<file path="config.mk">
export PLATFORM = sky130hd
export DESIGN_NAME = parity_frame_tx
export DESIGN_NICKNAME = d
export VERILOG_FILES = /design/src/rtl/parity_frame_tx.sv
export SDC_FILE = /design/constraint.sdc
export NUM_CORES = 1
export LEC_CHECK = 0
export CAP_MARGIN = 20
export CORE_ASPECT_RATIO = 1.2
export CORE_MARGIN = 2
export CORE_UTILIZATION = 41
export DETAILED_ROUTE_END_ITERATION = 10
export GPL_TIMING_DRIVEN = 0
export SYNTH_ARGS = -nofsm -noshare
export SYNTH_HDL_FRONTEND = slang
export SYNTH_SLANG_ARGS = --single-unit
export TNS_END_PERCENT = 5
</file>
<file path="constraint.sdc">
create_clock -name clk -period 3.9 [get_ports clk]
set_input_delay 0.78 -clock clk [delete_from_list [all_inputs] [get_ports clk]]
set_output_delay 0.78 -clock clk [all_outputs]
set_load 0.05 [all_outputs]
</file>
<file path="src/rtl/parity_frame_tx.sv">
// parity_frame_tx: serial frame transmitter (start, LSB-first data, even parity, stop).
// The line idles high. Outputs tx, busy and par_out are registered; din_ready is a
// direct decode of the IDLE state so a requester can present a word at any time.
module parity_frame_tx #(
    parameter int DATA_W       = 8,
    parameter int CLKS_PER_BIT = 4
) (
    input  logic              clk,
    input  logic              rst,
    input  logic [DATA_W-1:0] din,
    input  logic              din_valid,
    output logic              din_ready,
    output logic              tx,
    output logic              busy,
    output logic              par_out
);

    localparam int CNT_W = (CLKS_PER_BIT > 1) ? $clog2(CLKS_PER_BIT) : 1;
    localparam int IDX_W = (DATA_W > 1) ? $clog2(DATA_W) : 1;
    localparam logic [CNT_W-1:0] CNT_MAX  = CNT_W'(CLKS_PER_BIT - 1);
    localparam logic [IDX_W-1:0] IDX_LAST = IDX_W'(DATA_W - 1);

    typedef enum logic [2:0] {
        ST_IDLE   = 3'd0,
        ST_START  = 3'd1,
        ST_DATA   = 3'd2,
        ST_PARITY = 3'd3,
        ST_STOP   = 3'd4
    } state_t;

    // Even parity: the parity bit makes the total count of ones even.
    function automatic logic parity_even(input logic [DATA_W-1:0] word);
        return ^word;
    endfunction

    state_t              state_r, state_s;
    logic [CNT_W-1:0]    cnt_r, cnt_s;
    logic [IDX_W-1:0]    idx_r, idx_s;
    logic [DATA_W-1:0]   shreg_r, shreg_s;
    logic [DATA_W-1:0]   shifted_s;
    logic                par_r, par_s;
    logic                tx_r, tx_s;
    logic                busy_r, busy_s;
    logic                wrap_s;

    assign din_ready = (state_r == ST_IDLE);
    assign tx        = tx_r;
    assign busy      = busy_r;
    assign par_out   = par_r;

    // Next-state, counter and registered-output decode; tx/busy are computed for the
    // state being entered so they line up with that state's cycles.
    always_comb begin
        state_s   = state_r;
        cnt_s     = cnt_r;
        idx_s     = idx_r;
        shreg_s   = shreg_r;
        par_s     = par_r;
        tx_s      = tx_r;
        busy_s    = busy_r;
        wrap_s    = (cnt_r == CNT_MAX);
        shifted_s = shreg_r >> 1;
        case (state_r)
            ST_IDLE: begin
                tx_s   = 1'b1;
                busy_s = 1'b0;
                cnt_s  = '0;
                idx_s  = '0;
                if (din_valid) begin
                    state_s = ST_START;
                    shreg_s = din;
                    par_s   = parity_even(din);
                    tx_s    = 1'b0;
                    busy_s  = 1'b1;
                end else begin
                    state_s = ST_IDLE;
                end
            end
            ST_START: begin
                if (wrap_s) begin
                    state_s = ST_DATA;
                    cnt_s   = '0;
                    idx_s   = '0;
                    tx_s    = shreg_r[0];
                end else begin
                    cnt_s = cnt_r + CNT_W'(1);
                end
            end
            ST_DATA: begin
                if (wrap_s) begin
                    cnt_s = '0;
                    if (idx_r == IDX_LAST) begin
                        state_s = ST_PARITY;
                        tx_s    = par_r;
                    end else begin
                        // Shift the next data bit into position 0.
                        idx_s   = idx_r + IDX_W'(1);
                        shreg_s = shifted_s;
                        tx_s    = shifted_s[0];
                    end
                end else begin
                    cnt_s = cnt_r + CNT_W'(1);
                end
            end
            ST_PARITY: begin
                if (wrap_s) begin
                    state_s = ST_STOP;
                    cnt_s   = '0;
                    tx_s    = 1'b1;
                end else begin
                    cnt_s = cnt_r + CNT_W'(1);
                end
            end
            ST_STOP: begin
                if (wrap_s) begin
                    state_s = ST_IDLE;
                    cnt_s   = '0;
                    tx_s    = 1'b1;
                    busy_s  = 1'b0;
                end else begin
                    cnt_s = cnt_r + CNT_W'(1);
                end
            end
            default: begin
                state_s = ST_IDLE;
                cnt_s   = '0;
                idx_s   = '0;
                tx_s    = 1'b1;
                busy_s  = 1'b0;
            end
        endcase
    end

    // State, counters, latched word and output registers; reset aborts any frame.
    always_ff @(posedge clk or posedge rst) begin
        if (rst) begin
            state_r <= ST_IDLE;
            cnt_r   <= '0;
            idx_r   <= '0;
            shreg_r <= '0;
            par_r   <= 1'b0;
            tx_r    <= 1'b1;
            busy_r  <= 1'b0;
        end else begin
            state_r <= state_s;
            cnt_r   <= cnt_s;
            idx_r   <= idx_s;
            shreg_r <= shreg_s;
            par_r   <= par_s;
            tx_r    <= tx_s;
            busy_r  <= busy_s;
        end
    end

endmodule

</file>
* Word level (Yosys, flattened, before mapping)
Cells that the tools add are included.
** Word-level totals
- Input bits :: 11
- Output and inout port bits :: 4
- Flip-flop bits (word level) :: 19
** Cells by class
- Reduce and logical (&&, ||, !) cells :: 12
- Equality and inequality tests :: 14
- Add/sub/neg operators :: 2
- Bitwise logic cells :: 2
- Multiplexer cells :: 25
** Operators with widths (count)
- 2-to-1 mux 8 bit :: 3
- 2-to-1 mux 3 bit :: 7
- case mux 8 bit (2 select lines) :: 1
- case mux 3 bit (5 select lines) :: 1
- != test 2 bit, second input constant :: 7
- case mux 3 bit (3 select lines) :: 1
- 2-to-1 mux 1 bit :: 8
- AND reduction 4 bit :: 2
- XOR reduction 8 bit :: 1
- == test 3 x 2 -> 1 bit, second input constant :: 2
- == test 3 bit, second input constant :: 2
- AND reduction 5 bit :: 1
- 2-to-1 mux 2 bit :: 2
- case mux 1 bit (4 select lines) :: 1
- AND reduction 2 bit :: 2
- OR reduction 4 bit :: 1
- adder 3 x 1 -> 3 bit, second input constant :: 1
- == test 3 x 1 -> 1 bit, second input constant :: 1
- logical NOT 3 bit :: 1
- case mux 1 bit (3 select lines) :: 1
- AND reduction 3 bit :: 1
- OR reduction 3 bit :: 1
- adder 2 x 1 -> 2 bit, second input constant :: 1
- == test 2 bit, second input constant :: 1
- other kinds (4) :: 5

* Depth between registers and ports, before layout
Gate-level depths: netlist (run 1).
- Word-level depth :: 4
- Mapped depth :: 7

* Worst setup path after synthesis (run 1)
OpenSTA, ideal clock, no wires.
- Path type :: register -> output
- Start point :: register state_r[0]
- End point :: output port din_ready
- Buffers on the path :: 1
- Path slack :: 1.907 ns
- Cell stages (with the launch flop) :: 3
- Arrival :: 1.213 ns
- Cells stage by stage :: dfrtp_1 buf_6 nor3_2
** Between the ends
- Cells in the longest elaborated chain, start to end :: 1
** Ends and longest elaborated chain
- start, declared :: line 36 : state_t state_r, state_s;
- start signal, assigned :: line 145 : state_r <= state_s;
- logical NOT 3 bit :: line 46 : assign din_ready = (state_r == ST_IDLE);
- end, declared :: line 12 : output logic din_ready,
No other way between the ends.

* Worst setup path after layout (run 1)
Ends and elaborated chain as after synthesis.

==> results of run 1 <==
[per-stage QoR]
step | hold slack, ps | power (W) | worst slack (ps)
global route | 479 | 0.00100 | 1150
floorplan | 408 | 0.000713 | 1910
detailed placement | 438 | 0.000837 | 1550
CTS | 455 | 0.000939 | 1200
global placement | 420 | 0.000824 | 1560
finish | 446 | 0.000926 | 1220
[logic make-up (layout without fill, tap and decap cells)]
family	after synthesis	after routing	synth area share
XOR/XNOR	9	9	0.0741
flip-flops	19	19	0.448
buffers and inverters	8	26	0.0529
AND/OR/NAND/NOR	30	30	0.149
adder cells (fa/ha/maj)	3	3	0.0353
multiplexers	11	11	0.107
AO/OA/AOI/OAI	21	21	0.133
[flip-flops by register name (all words and copies together), names as in the netlist]
register / flops
cnt_r: 2
idx_r: 3
par_out: 1
state_r: 3
shreg_r: 8
busy: 1
tx: 1
[power breakdown]
part | switching [W] | total (W) | internal, W | leakage, nW
clock network | 0.0000628 | 0.000101 | 0.0000382 | 0.0177
logic | 0.000273 | 0.000484 | 0.000211 | 0.350
registers | 0.0000552 | 0.000341 | 0.000286 | 0.226
total | 0.000391 | 0.000926 | 0.000535 | 0.594
[worst min-delay path by stage]
stage | startpoint | end | slack [ps] | cells after the start
after floorplan | cnt_r[0] | cnt_r[0] | 410 | 1
after global placement | cnt_r[0] | cnt_r[0] | 420 | 1
after detailed placement | cnt_r[0] | cnt_r[0] | 440 | 1
after CTS | cnt_r[0] | cnt_r[0] | 460 | 1
after global routing | cnt_r[0] | cnt_r[0] | 480 | 1
final | cnt_r[0] | cnt_r[0] | 450 | 1
[area by class of cell]
cell class | instances | area [µm²] | area share
multi-input cells | 74 | 531 | 0.417
plain buffers | 4 | 41.3 | 0.0324
inverters | 4 | 15.0 | 0.0118
clock buffers | 3 | 22.5 | 0.0177
repair buffers | 14 | 140 | 0.110
well taps | 33 | 41.3 | 0.0324
clock inverters | 1 | 5.00 | 0.00393
flip-flops and latches | 19 | 477 | 0.375
[synthesized netlist by cell type (all sizes together), types with 2 or more instances]
cell    n  area share
inv     4       0.014
xnor2   8       0.066
nor2   14       0.052
buf     3       0.032
and2    2       0.012
nand2   6       0.026
dfrtp  18        0.42
a21oi   9       0.042
o21ai   5       0.027
mux2    3       0.032
mux2i   8       0.075
and3    2       0.012
ha      3       0.035
[layer usage]
| metal | part of all wire | routed length (µm) | track usage |
|---|---|---|---|
| met1 | 0.46 | 905 | 0.176 |
| met2 | 0.49 | 964 | 0.265 |
| met3 | 0.028 | 55 | 0.0300 |
| met4 | 0.015 | 29 | 0.0811 |
| met5 | 0 | 0 | 0 |
==> flow_summary.json, run 1 <==
{
  "outcome": "finished, final reports clean",
  "drive_gt1_frac": 0.143,
  "post_synth_inst_count": 101,
  "start_util": 0.425,
  "required_ps": 3120,
  "vdd_drop_max_v": 0.000393,
  "grt_overflow": 0,
  "cts_resized": 0,
  "endpoint_kind": "primary output",
  "async_flop_share": 1.00,
  "syn_area_um2": 1060,
  "placed_area_um2": 1240,
  "clkTransAtPathRegs_ps": 120,
  "hold_viol_final": 0,
  "mostFrequentLayoutCells": "dfrtp_1, clkdlybuf4s50_1, nor2_1, a21oi_1",
  "syn_nets": 115,
  "synth-edff-count": 0,
  "period_minus_slack_ps": 2680,
  "postCtsHoldBufs": 0,
  "crit_type": "reg2out",
  "io_buffer_count": 14,
  "tightest_slew_ps": 729,
  "rr_startpoint": "idx_r[0]",
  "fillCellCount": 250,
  "power_density_nw_per_um2": 728,
  "final_cells": 152,
  "crit_end": "din_ready",
  "ys_warn_count": 0,
  "final_common_cell": "dfrtp_1",
  "startpoint": "state_r[0]",
  "syn2layout_area_growth_pct": 19.6,
  "path_delay_family": "buffers and inverters",
  "crit_path_max_fanout": 10,
  "nNetsFinal": 134,
  "period_share": 0.686,
  "cts_tree": "built",
  "cap_violations": 0,
  "avgSynthCellArea_um2": 10.5,
  "wl_mm": 1.95,
  "die_h_um": 59.8,
  "synth_seq_cells": 19,
  "ff2ff_setup_slack_ps": 2220,
  "setup_viol": 0,
  "grt_pass1_wl_mm": 3.37,
  "cts_htree_levels": 1,
  "slew_viol_final": 0,
  "fin_setup_tns_ps": 0,
  "cts_num_sinks": 19,
  "path_depth": 3,
  "worstPathArrival_ps": 1900,
  "clockBufferDepth": 2,
  "dieArea_um2": 3020,
  "drcViolationCount": 0,
  "grt_max_degree": 20,
  "p_leak_nw": 0.594,
  "insertion_delay_ps": 300,
  "drtAntennaViolNets": 0,
  "drt_pass1_iterations": 4,
  "worst-path-buf-inv": 2,
  "cp_slowest_cell": "clkdlybuf4s50_1",
  "rsz0062_at_grt": "no",
  "vias_per_cell": 5.11,
  "routedWlPerCell_um": 12.9,
  "ys.flop_type": "dfrtp_1",
  "slew_headroom": 0.513,
  "min_path_type": "reg2reg",
  "post_cts_buffers": 0,
  "clock.fmax_ghz": 0.374,
  "critPathMaxStageDelay_ps": 830,
  "dp_cells": 148,
  "path_cells": "buf_6 -> nor3_2 -> clkdlybuf4s50_1",
  "drt_iter0_drc": 5,
  "grt_use_total": 0.152,
  "insertedDiodeCount": 0,
  "gp_congestion": 0.750,
  "cts-root-buf": "clkbuf_4",
  "rows": 20,
  "startpoint_type": "flip-flop",
  "vias": 777,
  "die_width_um": 50.5,
  "design.core.area_um2": 2500,
  "fin_skew_ps": 10.1,
  "final_util": 0.509,
  "fin_area_um2": 1270,
  "worstRegToRegCells": 6,
  "synth_cell_types": 33,
  "ys_seq_area_frac": 0.448,
  "numCtsBuffers": 3,
  "worst_r2r_endpoint": "idx_r[0]",
  "grt_pass1_vias": 780,
  "grt_antenna_before_repair": 0,
  "io_pins": 15,
  "dp_hpwl_mm": 1.48
}
No activity file was read; power rests on OpenSTA's default activity.
==> run 2, diff against run 1 <==
- clock period: 3.9 -> 2.8 ns (I/O delays scaled with it)
==> results of run 2 <==
Same layout as run 1 (identical final DEF). Status: finished, final reports clean.
Main changes from that run: setup slack after placement 1550 ps -> 670 ps; setup slack after layout 1220 ps -> 345 ps; register-to-register setup slack 2220 ps -> 1120 ps; total power 0.000926 W -> 0.00129 W; worst IR drop on VDD 0.000393 V -> 0.000547 V
==> run 3, diff against run 2 <==
- TNS_END_PERCENT: 5 -> 50
==> results of run 3 <==
Same layout as run 1 (identical final DEF). Status: finished, final reports clean.
Main changes from that run: setup slack after placement 1550 ps -> 670 ps; setup slack after layout 1220 ps -> 345 ps; register-to-register setup slack 2220 ps -> 1120 ps; total power 0.000926 W -> 0.00129 W; worst IR drop on VDD 0.000393 V -> 0.000547 V
